$ cat config.mk
export PLATFORM = sky130hd
export DESIGN_NAME = irq_latency_meter
export DESIGN_NICKNAME = d
export VERILOG_FILES = /design/src/rtl/irq_latency_meter.sv
export SDC_FILE = /design/constraint.sdc
export NUM_CORES = 1
export LEC_CHECK = 0
export BUFFER_PORTS_ARGS = -buffer_cell sky130_fd_sc_hd__buf_4
export CAP_MARGIN = 20
export CORE_ASPECT_RATIO = 1.4
export CORE_MARGIN = 2
export CORE_UTILIZATION = 24
export CTS_BUF_LIST = sky130_fd_sc_hd__clkbuf_16
export CTS_CLUSTER_SIZE = 16
export DETAILED_ROUTE_END_ITERATION = 10
export GPL_ROUTABILITY_DRIVEN = 0
export PLACE_DENSITY = 0.44
export REMOVE_ABC_BUFFERS = 1
export SLEW_MARGIN = 30
export SYNTH_ARGS = -nofsm -noshare
export SYNTH_HDL_FRONTEND = slang
export SYNTH_SLANG_ARGS = --single-unit
$ cat constraint.sdc
create_clock -name clk -period 4 [get_ports clk]
set_input_delay 0.4 -clock clk [delete_from_list [all_inputs] [get_ports clk]]
set_output_delay 0.4 -clock clk [all_outputs]
set_load 0.005 [all_outputs]
$ cat src/rtl/irq_latency_meter.sv
// IRQ flag pulse-width meter: synchronizes an external flag, times each high pulse
// in clk cycles and exposes last/min/max/count/sum statistics over Avalon-MM.
module irq_latency_meter #(
    parameter int CNT_W       = 32,
    parameter int SYNC_STAGES = 2,
    parameter int MIN_PULSE   = 2
) (
    input  logic        clk,
    input  logic        reset_n,
    input  logic        irqflag_in,
    input  logic [2:0]  avs_address,
    input  logic        avs_read,
    input  logic        avs_write,
    input  logic [31:0] avs_writedata,
    output logic [31:0] avs_readdata,
    output logic        meas_busy
);

    typedef enum logic [1:0] {
        IDLE     = 2'd0,
        HIGH     = 2'd1,
        COMMIT   = 2'd2,
        WAIT_LOW = 2'd3
    } state_t;

    localparam logic [CNT_W-1:0] CNT_MAX = {CNT_W{1'b1}};
    localparam logic [CNT_W-1:0] MIN_LEN = CNT_W'(MIN_PULSE);

    function automatic logic [7:0] sat_inc8(input logic [7:0] v);
        return (v == 8'hFF) ? v : v + 8'd1;
    endfunction

    function automatic logic [31:0] sat_inc32(input logic [31:0] v);
        return (v == 32'hFFFF_FFFF) ? v : v + 32'd1;
    endfunction

    function automatic logic [CNT_W-1:0] sat_inc_cnt(input logic [CNT_W-1:0] v);
        return (v == CNT_MAX) ? v : v + CNT_W'(1);
    endfunction

    logic [SYNC_STAGES-1:0] sync_q;
    logic [SYNC_STAGES-1:0] prime_q;
    logic                   s_d_q;
    logic                   armed_q;
    logic                   s;
    logic                   rise;
    logic                   fall;

    state_t           state_q, state_d;
    logic [CNT_W-1:0] cnt_q, cnt_d;
    logic             commit;
    logic             ovf_hit;

    logic [CNT_W-1:0] last_q;
    logic [CNT_W-1:0] min_q;
    logic [CNT_W-1:0] max_q;
    logic [31:0]      count_q;
    logic [63:0]      sum_q;
    logic [7:0]       glitch_q;
    logic             valid_q;
    logic             ovf_q;
    logic             enable_q;
    logic [31:0]      readdata_q;
    logic [31:0]      rd_mux;

    logic ctrl_wr;
    logic clr_req;
    logic dis_req;
    logic unused_wdata;

    assign ctrl_wr      = avs_write && (avs_address == 3'd7);
    assign clr_req      = ctrl_wr && avs_writedata[0];
    assign dis_req      = ctrl_wr && !avs_writedata[1];
    assign unused_wdata = ^avs_writedata[31:2];

    assign s    = sync_q[SYNC_STAGES-1];
    assign rise = s && !s_d_q;
    assign fall = !s && s_d_q;

    // prime_q marks when the synchronizer output reflects the real pin; a flag
    // already high at reset release must go low once before a rise is accepted.
    always_ff @(posedge clk or negedge reset_n) begin
        if (!reset_n) begin
            sync_q  <= '0;
            prime_q <= '0;
            s_d_q   <= 1'b0;
            armed_q <= 1'b0;
        end else begin
            sync_q  <= {sync_q[SYNC_STAGES-2:0], irqflag_in};
            prime_q <= {prime_q[SYNC_STAGES-2:0], 1'b1};
            s_d_q   <= s;
            if (prime_q[SYNC_STAGES-1] && !s) begin
                armed_q <= 1'b1;
            end
        end
    end

    always_ff @(posedge clk or negedge reset_n) begin
        if (!reset_n) begin
            state_q <= IDLE;
            cnt_q   <= '0;
        end else begin
            state_q <= state_d;
            cnt_q   <= cnt_d;
        end
    end

    always_comb begin
        state_d = state_q;
        cnt_d   = cnt_q;
        commit  = 1'b0;
        ovf_hit = 1'b0;
        case (state_q)
            IDLE: begin
                if (rise && armed_q && enable_q) begin
                    state_d = HIGH;
                    cnt_d   = CNT_W'(1);
                end
            end
            HIGH: begin
                if (clr_req || dis_req) begin
                    state_d = WAIT_LOW;
                end else if (fall) begin
                    state_d = COMMIT;
                end else begin
                    ovf_hit = (cnt_q == CNT_MAX);
                    cnt_d   = sat_inc_cnt(cnt_q);
                end
            end
            COMMIT: begin
                commit  = 1'b1;
                state_d = IDLE;
            end
            WAIT_LOW: begin
                if (!s) begin
                    state_d = IDLE;
                end
            end
            default: state_d = IDLE;
        endcase
    end

    assign meas_busy = (state_q == HIGH);

    // A clear in the same cycle as COMMIT takes priority and drops that sample.
    always_ff @(posedge clk or negedge reset_n) begin
        if (!reset_n) begin
            last_q   <= '0;
            min_q    <= CNT_MAX;
            max_q    <= '0;
            count_q  <= '0;
            sum_q    <= '0;
            glitch_q <= '0;
            valid_q  <= 1'b0;
            ovf_q    <= 1'b0;
            enable_q <= 1'b1;
        end else begin
            if (ctrl_wr) begin
                enable_q <= avs_writedata[1];
            end
            if (clr_req) begin
                last_q   <= '0;
                min_q    <= CNT_MAX;
                max_q    <= '0;
                count_q  <= '0;
                sum_q    <= '0;
                glitch_q <= '0;
                valid_q  <= 1'b0;
                ovf_q    <= 1'b0;
            end else begin
                if (ovf_hit) begin
                    ovf_q <= 1'b1;
                end
                if (commit) begin
                    if (cnt_q >= MIN_LEN) begin
                        last_q  <= cnt_q;
                        min_q   <= (cnt_q < min_q) ? cnt_q : min_q;
                        max_q   <= (cnt_q > max_q) ? cnt_q : max_q;
                        count_q <= sat_inc32(count_q);
                        sum_q   <= sum_q + 64'(cnt_q);
                        valid_q <= 1'b1;
                    end else begin
                        glitch_q <= sat_inc8(glitch_q);
                    end
                end
            end
        end
    end

    always_comb begin
        rd_mux = '0;
        case (avs_address)
            3'd0:    rd_mux = {16'd0, glitch_q, 4'd0, meas_busy, enable_q, ovf_q, valid_q};
            3'd1:    rd_mux = 32'(last_q);
            3'd2:    rd_mux = 32'(min_q);
            3'd3:    rd_mux = 32'(max_q);
            3'd4:    rd_mux = count_q;
            3'd5:    rd_mux = sum_q[31:0];
            3'd6:    rd_mux = sum_q[63:32];
            default: rd_mux = '0;
        endcase
    end

    always_ff @(posedge clk or negedge reset_n) begin
        if (!reset_n) begin
            readdata_q <= '0;
        end else begin
            readdata_q <= avs_read ? rd_mux : 32'd0;
        end
    end

    assign avs_readdata = readdata_q;

endmodule
==> results.txt, run 1 <==
- Result of the run: completed
- The Yosys step of the flow raised 0 warnings.
- Relative max-transition margin: 36.6%
- Entering global routing, the biggest net connects 125 pins.
* Slowest library cell on the worst path: sky130_fd_sc_hd__or4_1
- Each instance of the synthesized netlist takes up on average 8.96 um^2.
* Antenna Violating Nets Remaining: 0
- IR analysis of the VDD net gives a maximum drop of 0.388 mV.
- Detailed Route WL: 59.5 mm
* Max-cap violations: 0
- In this run the number of H-tree levels came out at 1.
* Max Fclk: 276 MHz
* Clock tree root buffer cell: sky130_fd_sc_hd__clkbuf_16
- Compared with the post-synthesis result, the final layout area differs by 16.4%.
- Parity-gate share of the synthesized area counting xor and xnor cells: 4.54%
- After Yosys synthesis, and, or, nand and nor cells account for 19.1% of the synthesized area.
* Clock tree skew after final layout: 28.1 ps
* Biggest area contributors in the synthesized netlist: sky130_fd_sc_hd__dfrtp_1 36%, sky130_fd_sc_hd__ha_1 7.5%, sky130_fd_sc_hd__nand2_1 5.4%, sky130_fd_sc_hd__dfstp_2 5.2%, sky130_fd_sc_hd__a21oi_1 4.2%
- In this run the biggest area consumer among cell types represents 36.5% of the synthesized area.
- Clock sink count: 275
* WS Path Type: reg -> reg
- STA classifies the critical path startpoint as a register.
- In this run the standard cell core region covers 0.0688 mm^2.
- The count of final hold-check violations came to 0.
* Class of the most critical hold timing path: in -> reg
- The synthesized netlist devotes 19.9% of its cell area to compound gates.
- Number of buffers added to fix hold violations after cts: 2
- Die height: 315 um
* Global-route usage over all layers: 16.8%
- After synthesis, the largest family of logic cells by area is compound AO/OA/AOI/OAI gates.
- Die outline width: 226 um
- Net total in the final layout: 2,023
* Post-route DRC violation count: 0
- Cells with a size suffix above 1 make up 12.7% of the layout.
* Initial drt markers: 887
- The worst path needs 3620 ps of the cycle, external delays included.
- Count of cells resized by post-cts repair: 0
- sky130_fd_sc_hd__dfrtp_1 takes more of the synthesized area than any other cell.
- The filler cells instantiated in the layout total 7,375.
* Placed wire-length estimate after detailed placement: 42.6 mm
* Required time reported for the critical path endpoint: 4500 ps
* Multiplexer share of the synthesized area: 1.98%
* Data arrival time of the worst path: 4110 ps
- Per-cell routed wire length: 21.0 um
- Clock tree from TritonCTS: built
- Summing every instance area after synthesis gives 0.0166 mm^2.
- Count of inserted antenna diode cells: 0
- Clock latency reported for the late side of the worst-skew pair: 610 ps
* Number of failing setup endpoints in the final timing report: 0
- At the pin with the least slew margin, the transition time is 947 ps.
- Number of enable-type register cells in the synthesized netlist: 0
* Adder-cell share of the synthesized area: 7.58%
* Pwr/cell area: 512 mW/mm^2
* Unrepaired setup endpoints after global routing: false
* Clock transition at the register clock pins on the worst setup and hold paths after CTS: 60 ps
- The worst setup path is captured at a register.
- Among all flip-flop cells after synthesis, the most frequent one is sky130_fd_sc_hd__dfrtp_1.
* Antenna violations before repair: 0
* Cell leakage power: 0.00839 uW
- Sum of negative setup slack: 0 ps
* Clock buffers created by TritonCTS: 31
- Final Slew Violations: 0
* Overall overflow remaining after global route: 0
* Number of placement rows: 114
- Sequential cell area: 0.00692 mm^2
- Distinct cells, synth: 78
* Die Area: 0.0713 mm^2
- Average via count per standard cell: 5.02
- Seq cells post-synth: 275
- After synthesis, flip-flops and latches occupy 41.7% of the total area.
- The via count of the first global-routing pass came to 14,600.
* Most frequent cell on the critical path: sky130_fd_sc_hd__a21oi_1
* Via total after detailed routing: 14,200
* Share of synthesized flip-flops with an asynchronous set or reset: 100%
- Area used by multi-input combinational logic: 0.00889 mm^2
* Number of detailed-routing iterations run before antenna repair: 5
- Gate count after technology mapping: 1,853
* Wire length of the first global-routing pass: 91.0 mm
- OpenSTA, run right after detailed placement, puts the worst setup slack at 466 ps.
- Walking the worst path, the cells encountered are ha_1 > inv_1 > fa_1 > and2b_1 > o211ai_1 > a21oi_1 > a32o_1 > a41oi_4 > o21a_1 > buf_12 > or4_1 > a21oi_1.
- Initial standard-cell utilization of the core: 24.1%
- Post CTS Setup Buffer Count: 0
- For this run, the slowest stage of the critical path takes 510 ps.
- After layout, the worst setup slack is 382 ps.
* Crit path max fanout: 31
- In this run the deepest clock path goes through 3 buffers.
- Top Ports: 73
* Count of input and output buffers: 42
- Final period utilization: 90.4%
-- per-stage QoR --
step | total power [uW] | utilization [%] | hold slack, ps | instance area, um^2 | instances
final | 9890 | 28.1 | 50.3 | 19300 | 2836
after global routing | 10500 | 28.1 | 27.5 | 19300 | 2836
after CTS | 10000 | 28.1 | 13.6 | 19300 | 2836
after detailed placement | 7030 | 26.6 | 338 | 18300 | 2776
after global placement | 6970 | 26.6 | 334 | 18300 | 2775
after floorplan | 5830 | - | 104 | 16100 | 1730
-- registers in the layout, summed over array words and instances, names as in the netlist --
register	count
state_q	2
cnt_q	32
min_q	32
last_q	32
enable_q	1
count_q	32
glitch_q	8
ovf_q	1
prime_q	2
valid_q	1
sum_q	64
avs_readdata	32
armed_q	1
max_q	32
s_d_q	1
sync_q	2
-- layout make-up --
class	instances	share of cell area, %
flip-flops and latches	275	35.8
inverters	89	1.73
well taps	928	6.01
clock inverters	27	1.16
multi-input cells	1366	46.0
repair buffers	120	5.26
clock buffers	31	4.01
-- metal layers --
layer  up-vias  GRT usage [%]  routed length (um)
met5         -              0                   0
met4         0           7.85                2760
met3       116           1.55                2200
met2       348           29.9               29900
met1      7043           20.4               24700
li1       6734              -                   -
-- path summary, 6_finish.rpt --
| path | start | end | slack (ps) | cells past startpoint |
|---|---|---|---|---|
| worst max-delay path | sum_q[0]$_DFFE_PN0P_ | sum_q[32]$_DFFE_PN0P_ | 380 | 12 |
| worst max register to register | sum_q[0]$_DFFE_PN0P_ | sum_q[32]$_DFFE_PN0P_ | 380 | 12 |
| max in group asynchronous | reset_n | min_q[12]$_DFFE_PN1P_ | 2480 | 3 |
| worst min register to register | sync_q[0]$_DFF_PN0_ | sync_q[1]$_DFF_PN0_ | 350 | 0 |
| worst min-delay path | avs_writedata[1] | enable_q$_DFFE_PN1P_ | 50 | 3 |
| min in group asynchronous | reset_n | avs_readdata[2]$_DFF_PN0_ | 460 | 2 |
-- cell families after synthesis --
family	after synthesis
compound gates	508
xor+xnor	86
fa+ha+maj	100
buf+inv	212
flops	275
mux	29
other cells	1
simple gates	642
-- power by group --
part,total [uW],switching (uW),internal [uW]
Combinational,2880,1720,1160
Sequential,4100,580,3520
Clock,2910,1250,1660
-- synth_stat cells, types with 10 or more instances --
library cell               count
sky130_fd_sc_hd__a21o_1       48
sky130_fd_sc_hd__a21oi_1     138
sky130_fd_sc_hd__a22oi_1      65
sky130_fd_sc_hd__a31oi_1      30
sky130_fd_sc_hd__and2_1       10
sky130_fd_sc_hd__buf_2        19
sky130_fd_sc_hd__clkbuf_1     94
sky130_fd_sc_hd__dfrtp_1     242
sky130_fd_sc_hd__dfstp_2      33
sky130_fd_sc_hd__ha_1         99
sky130_fd_sc_hd__inv_1        89
sky130_fd_sc_hd__mux2i_1      25
sky130_fd_sc_hd__nand2_1     237
sky130_fd_sc_hd__nand3_1      79
sky130_fd_sc_hd__nand4_1      46
sky130_fd_sc_hd__nor2_1      121
sky130_fd_sc_hd__nor2b_1      10
sky130_fd_sc_hd__nor3_1       27
sky130_fd_sc_hd__nor4_1       16
sky130_fd_sc_hd__o211ai_1     42
sky130_fd_sc_hd__o21a_1       12
sky130_fd_sc_hd__o21ai_0      79
sky130_fd_sc_hd__o31ai_1      46
sky130_fd_sc_hd__or3_1        24
sky130_fd_sc_hd__or4_1        19
sky130_fd_sc_hd__xnor2_1      39
sky130_fd_sc_hd__xor2_1       47
-- layout by cell type (no fill, tap or decap), types with 4 or more instances in the layout --
master	count
sky130_fd_sc_hd__dfrtp_1	242
sky130_fd_sc_hd__nand2_1	236
sky130_fd_sc_hd__a21oi_1	137
sky130_fd_sc_hd__nor2_1	118
sky130_fd_sc_hd__buf_4	108
sky130_fd_sc_hd__ha_1	99
sky130_fd_sc_hd__inv_1	96
sky130_fd_sc_hd__o21ai_0	79
sky130_fd_sc_hd__nand3_1	79
sky130_fd_sc_hd__a22oi_1	65
sky130_fd_sc_hd__a21o_1	48
sky130_fd_sc_hd__xor2_1	47
sky130_fd_sc_hd__nand4_1	46
sky130_fd_sc_hd__o31ai_1	46
sky130_fd_sc_hd__o211ai_1	42
sky130_fd_sc_hd__xnor2_1	39
sky130_fd_sc_hd__dfstp_2	33
sky130_fd_sc_hd__clkbuf_16	31
sky130_fd_sc_hd__a31oi_1	30
sky130_fd_sc_hd__nor3_1	26
sky130_fd_sc_hd__mux2i_1	25
sky130_fd_sc_hd__or3_1	24
sky130_fd_sc_hd__or4_1	19
sky130_fd_sc_hd__nor4_1	16
sky130_fd_sc_hd__o21a_1	11
sky130_fd_sc_hd__nor2b_1	10
sky130_fd_sc_hd__clkinv_2	10
sky130_fd_sc_hd__nand2b_1	8
sky130_fd_sc_hd__and2_1	8
sky130_fd_sc_hd__and3_1	8
sky130_fd_sc_hd__and4_1	8
sky130_fd_sc_hd__buf_12	8
sky130_fd_sc_hd__a211oi_1	7
sky130_fd_sc_hd__o21bai_1	6
sky130_fd_sc_hd__clkinv_1	5
sky130_fd_sc_hd__bufinv_16	4
-- worst max-delay path, delay by kind of cell (launching register included) --
family | cells | cell delay [ps]
DFF | 1 | 380
AOI/OAI and AO/OA | 6 | 1570
and+or+nand+nor | 2 | 760
buffers and inverters | 2 | 230
adders and majority gates | 2 | 560
(Power assumes the default switching activity.)
==> run 2, diff against run 1 <==
Settings changed: CORE_MARGIN 2 to unset.
Clock period 4 ns to 4.5 ns, I/O delays scaled along.
==> results.txt, run 2 (synthesis gave the netlist of run 1 again) <==
- The static leakage is 0.00825 uW (-1.7%).
- Max reg flops: 64 (unchanged)
* Most used cells in the layout excluding fill and tap cells: 242 x sky130_fd_sc_hd__dfrtp_1, 236 x sky130_fd_sc_hd__nand2_1, 137 x sky130_fd_sc_hd__a21oi_1, 117 x sky130_fd_sc_hd__nor2_1, 99 x sky130_fd_sc_hd__ha_1
- Die Area: 0.0702 mm^2 (-1.5%)
- The placed cell count is 2,749 (-0.97%).
- The time the final worst path needs with I/O delays and setup came to 3910 ps (+297 ps).
- The initial antenna violation count is 0 (unchanged).
* Core footprint: 0.0681 mm^2 (-0.88%)
- The critical path in this run is classified as reg -> reg.
- The overall fraction of global-route tracks in use came to 16.6% (-0.23 points).
* Data arrival time of the worst path: 4430 ps (+320 ps)
- Net total in the final layout: 2,003 (-0.99%)
- Slowest cell delay on critical path: 570 ps (+60 ps)
* Post CTS Setup Buffer Count: 0 (unchanged)
* P&R area growth vs syn: 15.2%
- Start point of the critical path: cnt_q[0]$_DFFE_PN0P_
* Final period utilization: 87.0% (-3.5 points)
* Maximum number of pins on one net before global-route repair: 133 (+6.4%)
* Fin cells: 2,805 (-1.1%)
* HP Start: avs_writedata[1]
* Peak ir drop on the vdd network: 0.305 mV (-21%)
- Sequential cell area: 0.00692 mm^2 (unchanged)
* Number of detailed-routing iterations run before antenna repair: 5 (unchanged)
- The initial standard-cell utilization of the core came to 24.4% (+0.21 points).
* Share of cells above drive strength 1: 11.5% (-1.2 points)
- The top achievable clock speed came to 255 MHz (-7.6%).
- Required time reported for the critical path endpoint: 5020 ps (+520 ps)
- Relative max-transition margin: 37.6% (+0.98 points)
* Unrepaired setup endpoints after global routing: false
- Count of cells resized by post-cts repair: 0 (unchanged)
- Antenna Violating Nets Remaining: 0 (unchanged)
- The slowest stage of the critical path is the sky130_fd_sc_hd__o21a_1 cell.
* Final total power: 8720 uW (-12%)
- The area taken by multi-input logic gates was 0.00889 mm^2 (about the same).
* Worst Setup End Kind: register
- The number of vias per cell came to 5.06 (+0.80%).
- The run finished with clean final reports.
- The count of final hold-check violations is 0 (unchanged).
* Via total after detailed routing: 14,200 (-0.30%)
* Via count of the first global-routing pass: 14,000 (-4.4%)
- Number of failing setup endpoints in the final timing report: 0 (unchanged)
- Class of the most critical hold timing path: in -> reg
* Clock buffers created by TritonCTS: 30 (-3.2%)
- Count of input and output buffers: 42 (unchanged)
- Actual slew at the worst max-slew pin: 936 ps (-11.2 ps)
* Clock tree root buffer cell: sky130_fd_sc_hd__clkbuf_16
* Htree depth: 1 (unchanged)
- The number of pins exceeding their max-slew limit in the final report came to 0 (unchanged).
- The maximum buffer depth of the clock tree is 3 (unchanged).
- The number of clock sinks is 275 (unchanged).
* Origin of the critical flop-to-flop path: cnt_q[0]$_DFFE_PN0P_
* Detailed Route WL: 58.3 mm (-2.0%)
- Initial drt markers: 810 (-8.7%)
- The number of remaining DRC errors was 0 (unchanged).
* Clock tree from TritonCTS: built
- The worst hold margin was 95.9 ps (+45.7 ps).
* Pwr/cell area: 456 mW/mm^2 (-11%)
* Placed wire-length estimate after detailed placement: 41.9 mm (-1.6%)
- Clock transition at the register clock pins on the worst setup and hold paths after CTS: 70 ps (about the same)
- Overall overflow remaining after global route: 0 (unchanged)
- Most common cell after layout, fill and taps aside: sky130_fd_sc_hd__dfrtp_1
- The number of primary I/O pins was 73 (unchanged).
- Clock latency reported for the late side of the worst-skew pair: 600 ps (about the same)
- The logic depth of the worst register-to-register path is 12 (unchanged).
* Top reg by flops: sum_q
* Max-cap violations: 0 (unchanged)
- Per-cell routed wire length: 20.8 um (-0.96%)
- The instance count along the most critical hold path was 3 (unchanged).
* Crit path max fanout: 25 (-19%)
- Die height: 313 um (-0.63%)
* Count of inserted antenna diode cells: 0 (unchanged)
* Die outline width: 224 um (-0.88%)
* Number of placement rows: 113 (-0.88%)
- The worst setup path is launched from a register.
- Wire length of the first global-routing pass: 88.9 mm (-2.3%)
- Final-layout fill cell count: 7,369 (-0.081%)
* Critical path, cell by cell: ha_1 > inv_1 > fa_1 > and2b_1 > o211ai_1 > a21oi_1 > a32o_1 > a41oi_4 > o21a_1 > buf_4 > nor4_1 > mux2i_1
- The maximum clock skew at final layout was 18.6 ps (-9.50 ps).
==> run 2: report_power, final <==
part	leakage, uW	switching, uW	total, uW	internal [uW]
clock network	0.000497	1100	2530	1430
logic	0.00418	1520	2520	999
registers	0.00358	546	3670	3130
==> run 2: stage by stage <==
stage	TNS [ps]	setup slack (ps)	area, um^2	utilization (%)
final	0	585	19100	28.1
after global routing	0	328	19100	28.1
after global placement	0	560	18100	26.6
after floorplan	-47450	-850	16100	-
after detailed placement	0	562	18100	26.6
after CTS	0	537	19100	28.1
==> run 2: critical path: cells and delay by family (launching register included) <==
family / cells / cell delay, ps
simple gates: 2 / 570
fa+ha+maj: 2 / 600
buf+inv: 2 / 370
compound gates: 5 / 1560
mux: 1 / 220
flops: 1 / 500
==> run 2: what timing repair did <==
action                                 in CTS  in global routing
hold buffers                                2                  0
setup endpoints to repair                   0                  0
endpoints found under the hold margin      79                  0
==> run 2: layout make-up <==
class / instances / area share, %
Multi-Input combinational cell: 1366 / 46.5
Sequential cell: 275 / 36.2
Clock buffer: 30 / 3.93
Clock inverter: 24 / 1.13
Inverter: 89 / 1.75
Timing Repair Buffer: 101 / 4.46
Tap cell: 920 / 6.02
==> run 2: final timing paths <==
check                                          endpoint  slack, ps
worst max-delay path              sum_q[40]$_DFFE_PN0P_        590
worst min-delay path               enable_q$_DFFE_PN1P_        100
worst max register to register    sum_q[40]$_DFFE_PN0P_        590
worst min register to register     prime_q[1]$_DFF_PN0_        350
max in group asynchronous        count_q[8]$_DFFE_PN0P_       2980
min in group asynchronous       count_q[30]$_DFFE_PN0P_        480
==> run 2: metal layers <==
metal	part of all wire (%)	track usage, %	vias to the layer above
li1	-	-	6705
met1	41	20.5	7090
met2	52	30.2	326
met3	3.8	1.32	77
met4	3.0	5.49	0
met5	0	0	-
